### config.mk
export PLATFORM = sky130hd
export DESIGN_NAME = rc_channel_scheduler
export DESIGN_NICKNAME = d
export VERILOG_FILES = /design/src/rtl/rc_tdc_pkg.sv /design/src/rtl/rc_rr_arbiter.sv /design/src/rtl/rc_channel_scheduler.sv
export SDC_FILE = /design/constraint.sdc
export NUM_CORES = 1
export LEC_CHECK = 0
export BUFFER_PORTS_ARGS = -buffer_cell sky130_fd_sc_hd__buf_2
export CAP_MARGIN = 20
export CORE_UTILIZATION = 52
export CTS_CLUSTER_DIAMETER = 120
export DETAILED_ROUTE_END_ITERATION = 8
export PLACE_DENSITY_LB_ADDON = 0.12
export SLEW_MARGIN = 0
export SYNTH_ARGS = -nofsm -noshare
export SYNTH_HDL_FRONTEND = slang
export SYNTH_SLANG_ARGS = --single-unit
export TNS_END_PERCENT = 5
### constraint.sdc
create_clock -name clk -period 4.5 [get_ports clk]
set_input_delay 0.225 -clock clk [delete_from_list [all_inputs] [get_ports clk]]
set_output_delay 0.225 -clock clk [all_outputs]
set_load 0.005 [all_outputs]
### src/rtl/rc_tdc_pkg.sv
// Shared types and default parameters for the multi-channel RC charge-time
// scheduler and its round-robin channel picker.
package rc_tdc_pkg;

   typedef enum logic [2:0] {
      ST_IDLE,
      ST_SELECT,
      ST_CHARGE,
      ST_DISCHARGE,
      ST_NEXT
   } sched_state_t;

   localparam int          DEF_NUM_CH    = 4;
   localparam int          DEF_CNT_W     = 24;
   localparam int unsigned DEF_TIMEOUT   = 32'h00FF_FFFF;
   localparam int unsigned DEF_MIN_DISCH = 1000;
   localparam int          DEF_AVG_LOG2  = 2;

endpackage

### src/rtl/rc_rr_arbiter.sv
// Combinational round-robin picker: returns the first enabled channel
// strictly after last_ch, wrapping around, plus a flag that any is enabled.
module rc_rr_arbiter
   import rc_tdc_pkg::*;
#(
   parameter int NUM_CH = DEF_NUM_CH,
   parameter int CH_W   = $clog2(NUM_CH)
) (
   input  logic [NUM_CH-1:0] mask,
   input  logic [CH_W-1:0]   last_ch,
   output logic [CH_W-1:0]   pick,
   output logic              any_valid
);

   // Walk from the farthest candidate back to the nearest so the nearest enabled channel wins
   always_comb begin
      logic [CH_W-1:0] cand;
      pick = '0;
      cand = '0;
      for (int k = NUM_CH; k >= 1; k--) begin
         cand = CH_W'((int'(last_ch) + k) % NUM_CH);
         if (mask[cand]) begin
            pick = cand;
         end
      end
   end

   assign any_valid = |mask;

endmodule

### src/rtl/rc_channel_scheduler.sv
// Time-shares one RC charge-time measurement path among NUM_CH sensor
// channels: round-robin selection, step excitation, charge timing with
// timeout, enforced discharge, and a start/done handshake to the shared
// resistance calculator.
// Optional build macro RC_SCHED_AVG_EN: each selection takes 2^AVG_LOG2
// back-to-back samples and reports their average.
module rc_channel_scheduler
   import rc_tdc_pkg::*;
#(
   parameter int          NUM_CH    = DEF_NUM_CH,
   parameter int          CNT_W     = DEF_CNT_W,
   parameter int unsigned TIMEOUT   = DEF_TIMEOUT,
   parameter int unsigned MIN_DISCH = DEF_MIN_DISCH,
   parameter int          AVG_LOG2  = DEF_AVG_LOG2
) (
   input  logic                        clk,
   input  logic                        reset,
   input  logic                        run,
   input  logic [NUM_CH-1:0]           ch_enable,
   input  logic [NUM_CH-1:0]           step_input,
   output logic [NUM_CH-1:0]           step_set,
   output logic                        meas_valid,
   output logic [$clog2(NUM_CH)-1:0]   meas_ch,
   output logic [CNT_W-1:0]            meas_count,
   output logic                        meas_timeout,
   output logic                        calc_start,
   input  logic                        calc_done,
   output logic                        busy
);

   localparam int                CH_W   = $clog2(NUM_CH);
   localparam logic [CNT_W-1:0]  TO_VAL = CNT_W'(TIMEOUT);
   localparam logic [CNT_W-1:0]  TO_M1  = CNT_W'(TIMEOUT - 1);
   localparam logic [CNT_W-1:0]  MD     = CNT_W'(MIN_DISCH);
   localparam logic [NUM_CH-1:0] ONE    = NUM_CH'(1);

   // Configurations outside the supported range are rejected at elaboration
   if (NUM_CH < 2 || NUM_CH > 8 || AVG_LOG2 < 0) begin : g_bad_cfg
      $error("rc_channel_scheduler: unsupported NUM_CH or AVG_LOG2");
   end

   sched_state_t     state;
   logic [CH_W-1:0]  cur_ch;
   logic [CH_W-1:0]  last_ch;
   logic [CH_W-1:0]  pick;
   logic             any_valid;
   logic [CNT_W-1:0] cnt;
   logic [CNT_W-1:0] held_cnt;
   logic             start_issued;
   logic             done_seen;

   logic             hit;
   logic             timed_out;
   logic             latch_now;
   logic [CNT_W-1:0] sample_val;
   logic [CNT_W-1:0] report_cnt;
   logic [CNT_W-1:0] target;
   logic             done_ok;

`ifdef RC_SCHED_AVG_EN
   localparam int NSAMP = 1 << AVG_LOG2;

   logic [AVG_LOG2:0]         samp;
   logic [CNT_W+AVG_LOG2-1:0] accum;
   logic [CNT_W+AVG_LOG2-1:0] acc_sum;
   logic                      final_samp;
`endif

   rc_rr_arbiter #(
      .NUM_CH (NUM_CH),
      .CH_W   (CH_W)
   ) u_arbiter (
      .mask      (ch_enable),
      .last_ch   (last_ch),
      .pick      (pick),
      .any_valid (any_valid)
   );

   // Charge-end detection, reported value and discharge exit condition
   always_comb begin
      hit        = step_input[cur_ch];
      timed_out  = !hit && (cnt == TO_M1);
      latch_now  = hit || timed_out;
      sample_val = hit ? cnt : TO_VAL;
      target     = (held_cnt > MD) ? held_cnt : MD;
      done_ok    = !start_issued || done_seen || calc_done;
`ifdef RC_SCHED_AVG_EN
      acc_sum    = accum + (CNT_W+AVG_LOG2)'(sample_val);
      report_cnt = timed_out ? TO_VAL : CNT_W'(acc_sum >> AVG_LOG2);
`else
      report_cnt = sample_val;
`endif
   end

   // Sequencer: selection, charge timing, discharge hold-off and handshake bookkeeping
   always_ff @(posedge clk or posedge reset) begin
      if (reset) begin
         state        <= ST_IDLE;
         cur_ch       <= '0;
         last_ch      <= CH_W'(NUM_CH - 1);
         cnt          <= '0;
         held_cnt     <= '0;
         start_issued <= 1'b0;
         done_seen    <= 1'b0;
         step_set     <= '0;
         meas_valid   <= 1'b0;
         meas_ch      <= '0;
         meas_count   <= '0;
         meas_timeout <= 1'b0;
         calc_start   <= 1'b0;
         busy         <= 1'b0;
`ifdef RC_SCHED_AVG_EN
         samp         <= '0;
         accum        <= '0;
         final_samp   <= 1'b0;
`endif
      end else begin
         meas_valid <= 1'b0;
         calc_start <= 1'b0;
         case (state)
            ST_IDLE: begin
               step_set <= '0;
               if (run) begin
                  state <= ST_SELECT;
                  busy  <= 1'b1;
               end
            end

            ST_SELECT: begin
               start_issued <= 1'b0;
               done_seen    <= 1'b0;
               cnt          <= '0;
`ifdef RC_SCHED_AVG_EN
               samp         <= '0;
               accum        <= '0;
               final_samp   <= 1'b0;
`endif
               if (any_valid) begin
                  cur_ch   <= pick;
                  step_set <= ONE << pick;
                  state    <= ST_CHARGE;
               end else begin
                  state <= ST_IDLE;
                  busy  <= 1'b0;
               end
            end

            ST_CHARGE: begin
               if (latch_now) begin
                  step_set <= '0;
                  cnt      <= '0;
                  held_cnt <= sample_val;
                  state    <= ST_DISCHARGE;
`ifdef RC_SCHED_AVG_EN
                  accum    <= acc_sum;
                  if (timed_out || int'(samp) == NSAMP - 1) begin
                     final_samp   <= 1'b1;
                     meas_valid   <= 1'b1;
                     meas_ch      <= cur_ch;
                     meas_count   <= report_cnt;
                     meas_timeout <= timed_out;
                     calc_start   <= !timed_out;
                     start_issued <= !timed_out;
                  end else begin
                     final_samp <= 1'b0;
                     samp       <= samp + 1'b1;
                  end
`else
                  meas_valid   <= 1'b1;
                  meas_ch      <= cur_ch;
                  meas_count   <= report_cnt;
                  meas_timeout <= timed_out;
                  calc_start   <= !timed_out;
                  start_issued <= !timed_out;
`endif
               end else begin
                  cnt <= cnt + CNT_W'(1);
               end
            end

            ST_DISCHARGE: begin
               if (calc_done && start_issued) begin
                  done_seen <= 1'b1;
               end
               if (cnt != '1) begin
                  cnt <= cnt + CNT_W'(1);
               end
               if (cnt >= target && done_ok) begin
`ifdef RC_SCHED_AVG_EN
                  if (final_samp) begin
                     state <= ST_NEXT;
                  end else begin
                     cnt      <= '0;
                     step_set <= ONE << cur_ch;
                     state    <= ST_CHARGE;
                  end
`else
                  state <= ST_NEXT;
`endif
               end
            end

            ST_NEXT: begin
               last_ch <= cur_ch;
               if (run) begin
                  state <= ST_SELECT;
               end else begin
                  state <= ST_IDLE;
                  busy  <= 1'b0;
               end
            end

            default: begin
               state    <= ST_IDLE;
               step_set <= '0;
               busy     <= 1'b0;
            end
         endcase
      end
   end

endmodule

==> flow_summary.yaml, run 1 <==
grt:
  grt_pass1_vias: 3319
  grt_max_degree: 68
  antenna_found_initial: 0
  grt_first_pass_wirelength_um: 16500
  grt_use_total_pct: 25.7
  overflow: 0
floorplanning:
  rows: 31
  core_mm2: 0.00741
  initial_core_util_pct: 55.1
  fp.dieArea_mm2: 0.00820
  fp.dieW_um: 90.6
  io_pins: 46
  die_y_um: 90.6
clock_network:
  cts_root_buf: "clkbuf_8"
  cts_tree: "yes"
  cts_hold_buffers: 0
  clk_pin_slew_ns: 0.08
  cts.sinks: 67
  cts_buffer_depth: 2
  clk_latency_ns: 0.35
  numCtsBuffers: 9
  cts_resized: 0
  htreeDepth: 3
  postCtsSetupBuffers: 0
placement:
  placed_area_mm2: 0.00432
  gp_congestion: 0.837
  detailed_place_hpwl_um: 7000
  port_buffers: 45
yosys:
  yosys_warnings: 0
  syn_inst: 412
  synth_edf_count: 0
  synth_most_common_cell: "dfrtp_1"
  synthTopCellsByArea: "dfrtp_1, ha_1, o22a_1, nand2_1, inv_1"
  netlist_area_mm2: 0.00408
  synth_flop_cell: "dfrtp_1"
  ys_seq_area_share_pct: 41.2
  syn-num-nets: 450
  yosys.area.top_type_share_pct: 39.9
  synth_cell_type_count: 70
  ys_ff_latch: 67
  yosys-top-cells-count: "dfrtp_1, nand2_1, inv_1"
  synth_area_leader_cell: "dfrtp_1"
  synthArstFlopShare_pct: 100
  avgSynthCellArea_um2: 9.90
sta:
  holdWs_ns: 0.124
  drv_slew: 0
  post-route-period-util_pct: 72.0
  slew_headroom_pct: 39.4
  worstMarginPinSlew_ns: 0.906
  hold_viol: 0
  report.final.setup_viol: 0
  fin_crit_ns: 3.24
  fmax_mhz: 309
  setup_tns_ns: 0
  grt_setup_unrepaired: "false"
  fin_skew_ns: 0.0142
worst_setup_path:
  required_ns: 4.75
  crit_arrival_ns: 3.49
  crit_fanout: 10
  cp_cell_sequence: "nor4_1 -> nand4_1 -> nor2_1 -> nor2b_1 -> ha_1 -> nand2b_1 -> a2111oi_0 -> o311a_1 -> o211ai_1 -> and3b_1"
  worstSetupPathType: "reg -> reg"
  slowest_delay_ns: 0.50
  crit_slowest_cell: "nor2_1"
  endpoint_kind: "flip-flop"
  start_kind: "flip-flop"
power_and_ir_drop:
  power_frac_clock_pct: 20.8
  combPwrFrac_pct: 37.9
  power_mw: 2.45
  seqPwrFrac_pct: 41.3
  p_int_mw: 1.51
  pwr_density_cell_mw_per_mm2: 543
  power_switching_mw: 0.943
  switching_share_pct: 38.4
  leakagePower_nw: 2.04
  peakVddDrop_mv: 0.299
layout:
  finalCoreUtilization_pct: 60.9
  diodes: 0
  drive_gt1_share_pct: 21.1
  fin_nets: 490
  area_growth_pct: 10.6
  stdcell_area_mm2: 0.00451
route:
  vias: 3491
  antenna_left: 0
  routedWlPerCell_um: 17.7
  drt_wl_total_um: 9810
  viasPerCell: 6.29
  dr.pass1.iters: 4
  drcViolationCount: 0
  dr.first_iter.drc_count: 207
min_path:
  min_path_type: "in -> async"
status:
  status: "finished clean"
flow_run:
  max_cap_viol_count: 0
[area by class of cell]
class                           instances  area [um2]
Sequential cell                        67        1680
Clock buffer                           13         159
Multi-Input combinational cell        296        2160
Fill cell                             660        2900
Tap cell                               99         124
Clock inverter                          2        35.0
Inverter                               32         120
Timing Repair Buffer                   46         233
[power groups by stage]
| stage | sequential [mW] | clock [mW] | combinational, mW |
|---|---|---|---|
| after floorplan | 0.968 | 0 | 0.658 |
| after global placement | 1.01 | 0 | 0.903 |
| after CTS | 1.01 | 0.514 | 0.934 |
| final | 1.01 | 0.511 | 0.929 |
| after global routing | 1.05 | 0.540 | 1.04 |
| after detailed placement | 1.02 | 0 | 0.927 |
[worst max-delay path: cells and delay by family, from the launching register on]
family	cells	cell delay, ns
and+or+nand+nor	6	1.59
AOI/OAI and AO/OA	3	0.84
adders and majority gates	1	0.30
DFF	1	0.42
[flip-flops by register name (all words and copies together) (netlist names), 2 cells and up]
register and count:
cnt 24, step_set 4, meas_ch 2, state 3, cur_ch 2, held_cnt 24
last_ch 2
[per-layer routing]
layer / global-route usage [%] / vias up / wire length, um / share of wire, %
met4: 10.6 / 0 / 186 / 1.9
met3: 3.37 / 19 / 470 / 4.8
met5: 0 / - / 0 / 0
met2: 40.3 / 101 / 4620 / 47
met1: 35.8 / 1713 / 4530 / 46
li1: - / 1658 / - / -
[metrics by stage]
step                      cells  setup WS [ns]
after floorplan             412           1.80
after global placement      540           1.45
after detailed placement    540           1.34
after CTS                   555           1.32
after global routing        555           1.06
final                       555           1.26
[cell families after synthesis]
group	share of synthesized area, %
adders and majority gates	8.22
and+or+nand+nor	19.3
DFF	41.2
muxes	1.63
AOI/OAI and AO/OA	23.9
buffers and inverters	5.83
[worst paths after layout]
check / start / end / slack [ns] / cells after the start
hold / removal: reset / held_cnt[3] / 0.12 / 3
min in group clk: calc_done / state[1] / 0.22 / 4
setup / recovery: held_cnt[10] / state[2] / 1.26 / 10
max in group asynchronous: reset / meas_ch[1] / 3.80 / 3
setup reg to reg: held_cnt[10] / state[2] / 1.26 / 10
hold reg to reg: meas_ch[0] / meas_ch[0] / 0.48 / 1
[layout by cell type (no fill, tap or decap), types with 2 or more instances in the layout]
master     count
inv_1         30
clkbuf_1       2
nand2b_1       7
mux2_1         2
a22oi_2        7
nand4_2        2
a31oi_1        3
o21ai_0        7
nand3_1       15
or4_2          6
a22oi_1        8
o2111ai_1      2
nor4_1         4
dfstp_2        2
o21a_1         4
or4_1          8
buf_2         45
and3_1         4
or3_1          5
a21oi_1       14
ha_1          26
a21o_1         3
or4_4          2
nor3_1         3
clkbuf_8      11
o22ai_1        6
nor2_1        22
nand4_1       14
a2bb2oi_1      5
o22a_1        21
nand2_1       34
nor2b_1        3
dfrtp_1       65
o31ai_1       14
o211ai_1       7
o21ai_1        7
Power figures use the tool's default switching activity.
==> run 2, diff against run 1 <==
==> constraint.sdc (replaced) <==
create_clock -name clk -period 2.85 [get_ports clk]
set_input_delay 0.1425 -clock clk [delete_from_list [all_inputs] [get_ports clk]]
set_output_delay 0.1425 -clock clk [all_outputs]
set_load 0.005 [all_outputs]
==> flow_summary.yaml, run 2 (synthesized netlist as in run 1, its figures left out) <==
clock_network:
  cts_root_buf: "clkbuf_8"
  cts_tree: "yes"
  clk_latency_ns: 0.35
  clk_pin_slew_ns: 0.09
  cts_buffer_depth: 2
  cts.sinks: 67
  htreeDepth: 3
  cts_hold_buffers: 0
  numCtsBuffers: 9
floorplanning:
  core_mm2: 0.00741
  io_pins: 46
  die_y_um: 90.6
  fp.dieArea_mm2: 0.00820
  rows: 31
  initial_core_util_pct: 55.1
  fp.dieW_um: 90.6
grt:
  antenna_found_initial: 0
  overflow: 0
  busiest_layer: "met2"
  met2_usage_pct: 41.2
  grt_use_total_pct: 26.5
  grt_max_degree: 68
  grt_first_pass_wirelength_um: 17000
  met3_usage_pct: 3.62
  met1_usage_pct: 37.6
  grt_pass1_vias: 3375
sta:
  layout_setup_ws_ns: 0.0471
  fin_crit_ns: 2.80
  grt_setup_unrepaired: "true"
  post-route-period-util_pct: 98.3
  drv_slew: 0
  report.final.setup_viol: 0
  hold_viol: 0
  slew_headroom_pct: 42.7
  worstMarginPinSlew_ns: 0.860
  fmax_mhz: 357
  fin_skew_ns: 0.0129
worst_setup_path:
  critPathTopFamily: "simple AND/OR/NAND/NOR gates"
  required_ns: 3.14
  worst-path-buf-inv: 2
  crit_arrival_ns: 3.09
  endpoint_kind: "flip-flop"
  r2r_slack_ns: 0.05
  worstSetupPathType: "reg -> reg"
  crit_fanout: 6
  slowest_delay_ns: 0.42
  cp_cell_sequence: "nor4_2 -> nand4_1 -> nor2_4 -> buf_6 -> buf_6 -> nor2_1 -> ha_1 -> nand4_1 -> o311a_1 -> o211ai_1 -> and3b_1"
  crit_slowest_cell: "dfrtp_1"
  start_kind: "flip-flop"
power_and_ir_drop:
  leakagePower_nw: 2.17
  pwr_density_cell_mw_per_mm2: 879
  peakVddDrop_mv: 0.410
  power_mw: 4.21
layout:
  diodes: 0
  drive_gt1_share_pct: 27.0
  layout_commonest_cell: "dfrtp_1"
  top_regs: "cnt (24), held_cnt (24), step_set (4)"
  final_cell_mix: "dfrtp_1, buf_2, nand2_1, inv_1, ha_1"
  fillerInstances: 645
  area_growth_pct: 17.3
  fin_nets: 510
route:
  antenna_left: 0
  dr.pass1.iters: 4
  viasPerCell: 6.09
  dr.first_iter.drc_count: 175
  routedWlPerCell_um: 17.9
  vias: 3510
  drt_wl_total_um: 10300
  drcViolationCount: 0
placement:
  pre_cts_ws_ns: -0.0343
  detailed_place_hpwl_um: 7350
  gp_congestion: 0.837
  port_buffers: 45
min_path:
  min_path_type: "in -> async"
status:
  status: "finished clean"
flow_run:
  max_cap_viol_count: 0
run 2: cell count changes in the layout (fill, tap and decap cells not counted), sizes merged:
cell      previous run  this run
clkbuf              13         9
bufinv               1         3
buf                 46        66
clkinvlp             0         1
inv                 31        33
run 2: area by class of cell:
type	instances	area, um2	share of cell area, %
Clock inverter	7	124	2.59
Clock buffer	9	124	2.59
Tap cell	99	124	2.59
Multi-Input combinational cell	296	2220	46.5
Sequential cell	67	1680	35.1
Timing Repair Buffer	66	390	8.16
Inverter	32	120	2.51
run 2: where the power goes:
group,switching (mW),total (mW),internal [mW]
Combinational,0.831,1.59,0.764
Sequential,0.367,1.62,1.25
Clock,0.403,0.991,0.589
Total,1.60,4.21,2.61
run 2: repair_timing:
item,CTS,global route
pin swaps,0,14
resized for setup,1,14
cloned,0,0
buffers inserted,0,5
endpoints found under the setup margin,2,3
run 2: per-stage QoR:
stage               cell area (um2)  util, %  TNS (ns)  hold slack [ns]  instances
floorplan                      4080        -         0            0.348        412
global placement               4430     59.8         0            0.447        555
detailed placement             4430     59.8   -0.0358            0.450        555
CTS                            4680     63.2         0           0.0721        571
global route                   4780     64.6    -0.268            0.136        576
finish                         4780     64.6         0           0.0419        576
run 2: routing by layer:
metal,part of all wire (%),up-vias,routed length [um]
li1,-,1695,-
met1,47,1708,4800
met2,47,95,4870
met3,4.6,12,476
met4,1.3,0,132
met5,0,-,0
run 2: tightest hold or removal path: cells and delay by family:
family,cells,cell delay [ns]
buffers and inverters,3,0.79
run 2: worst paths after layout:
kind                               from           to  depth (start not counted)
hold / removal                    reset  held_cnt[8]                          3
min in group clk              calc_done     state[1]                          4
hold reg to reg              meas_ch[0]   meas_ch[0]                          1
setup reg to reg           held_cnt[22]     state[2]                         11
setup / recovery           held_cnt[22]     state[2]                         11
max in group asynchronous         reset      cnt[17]                          3
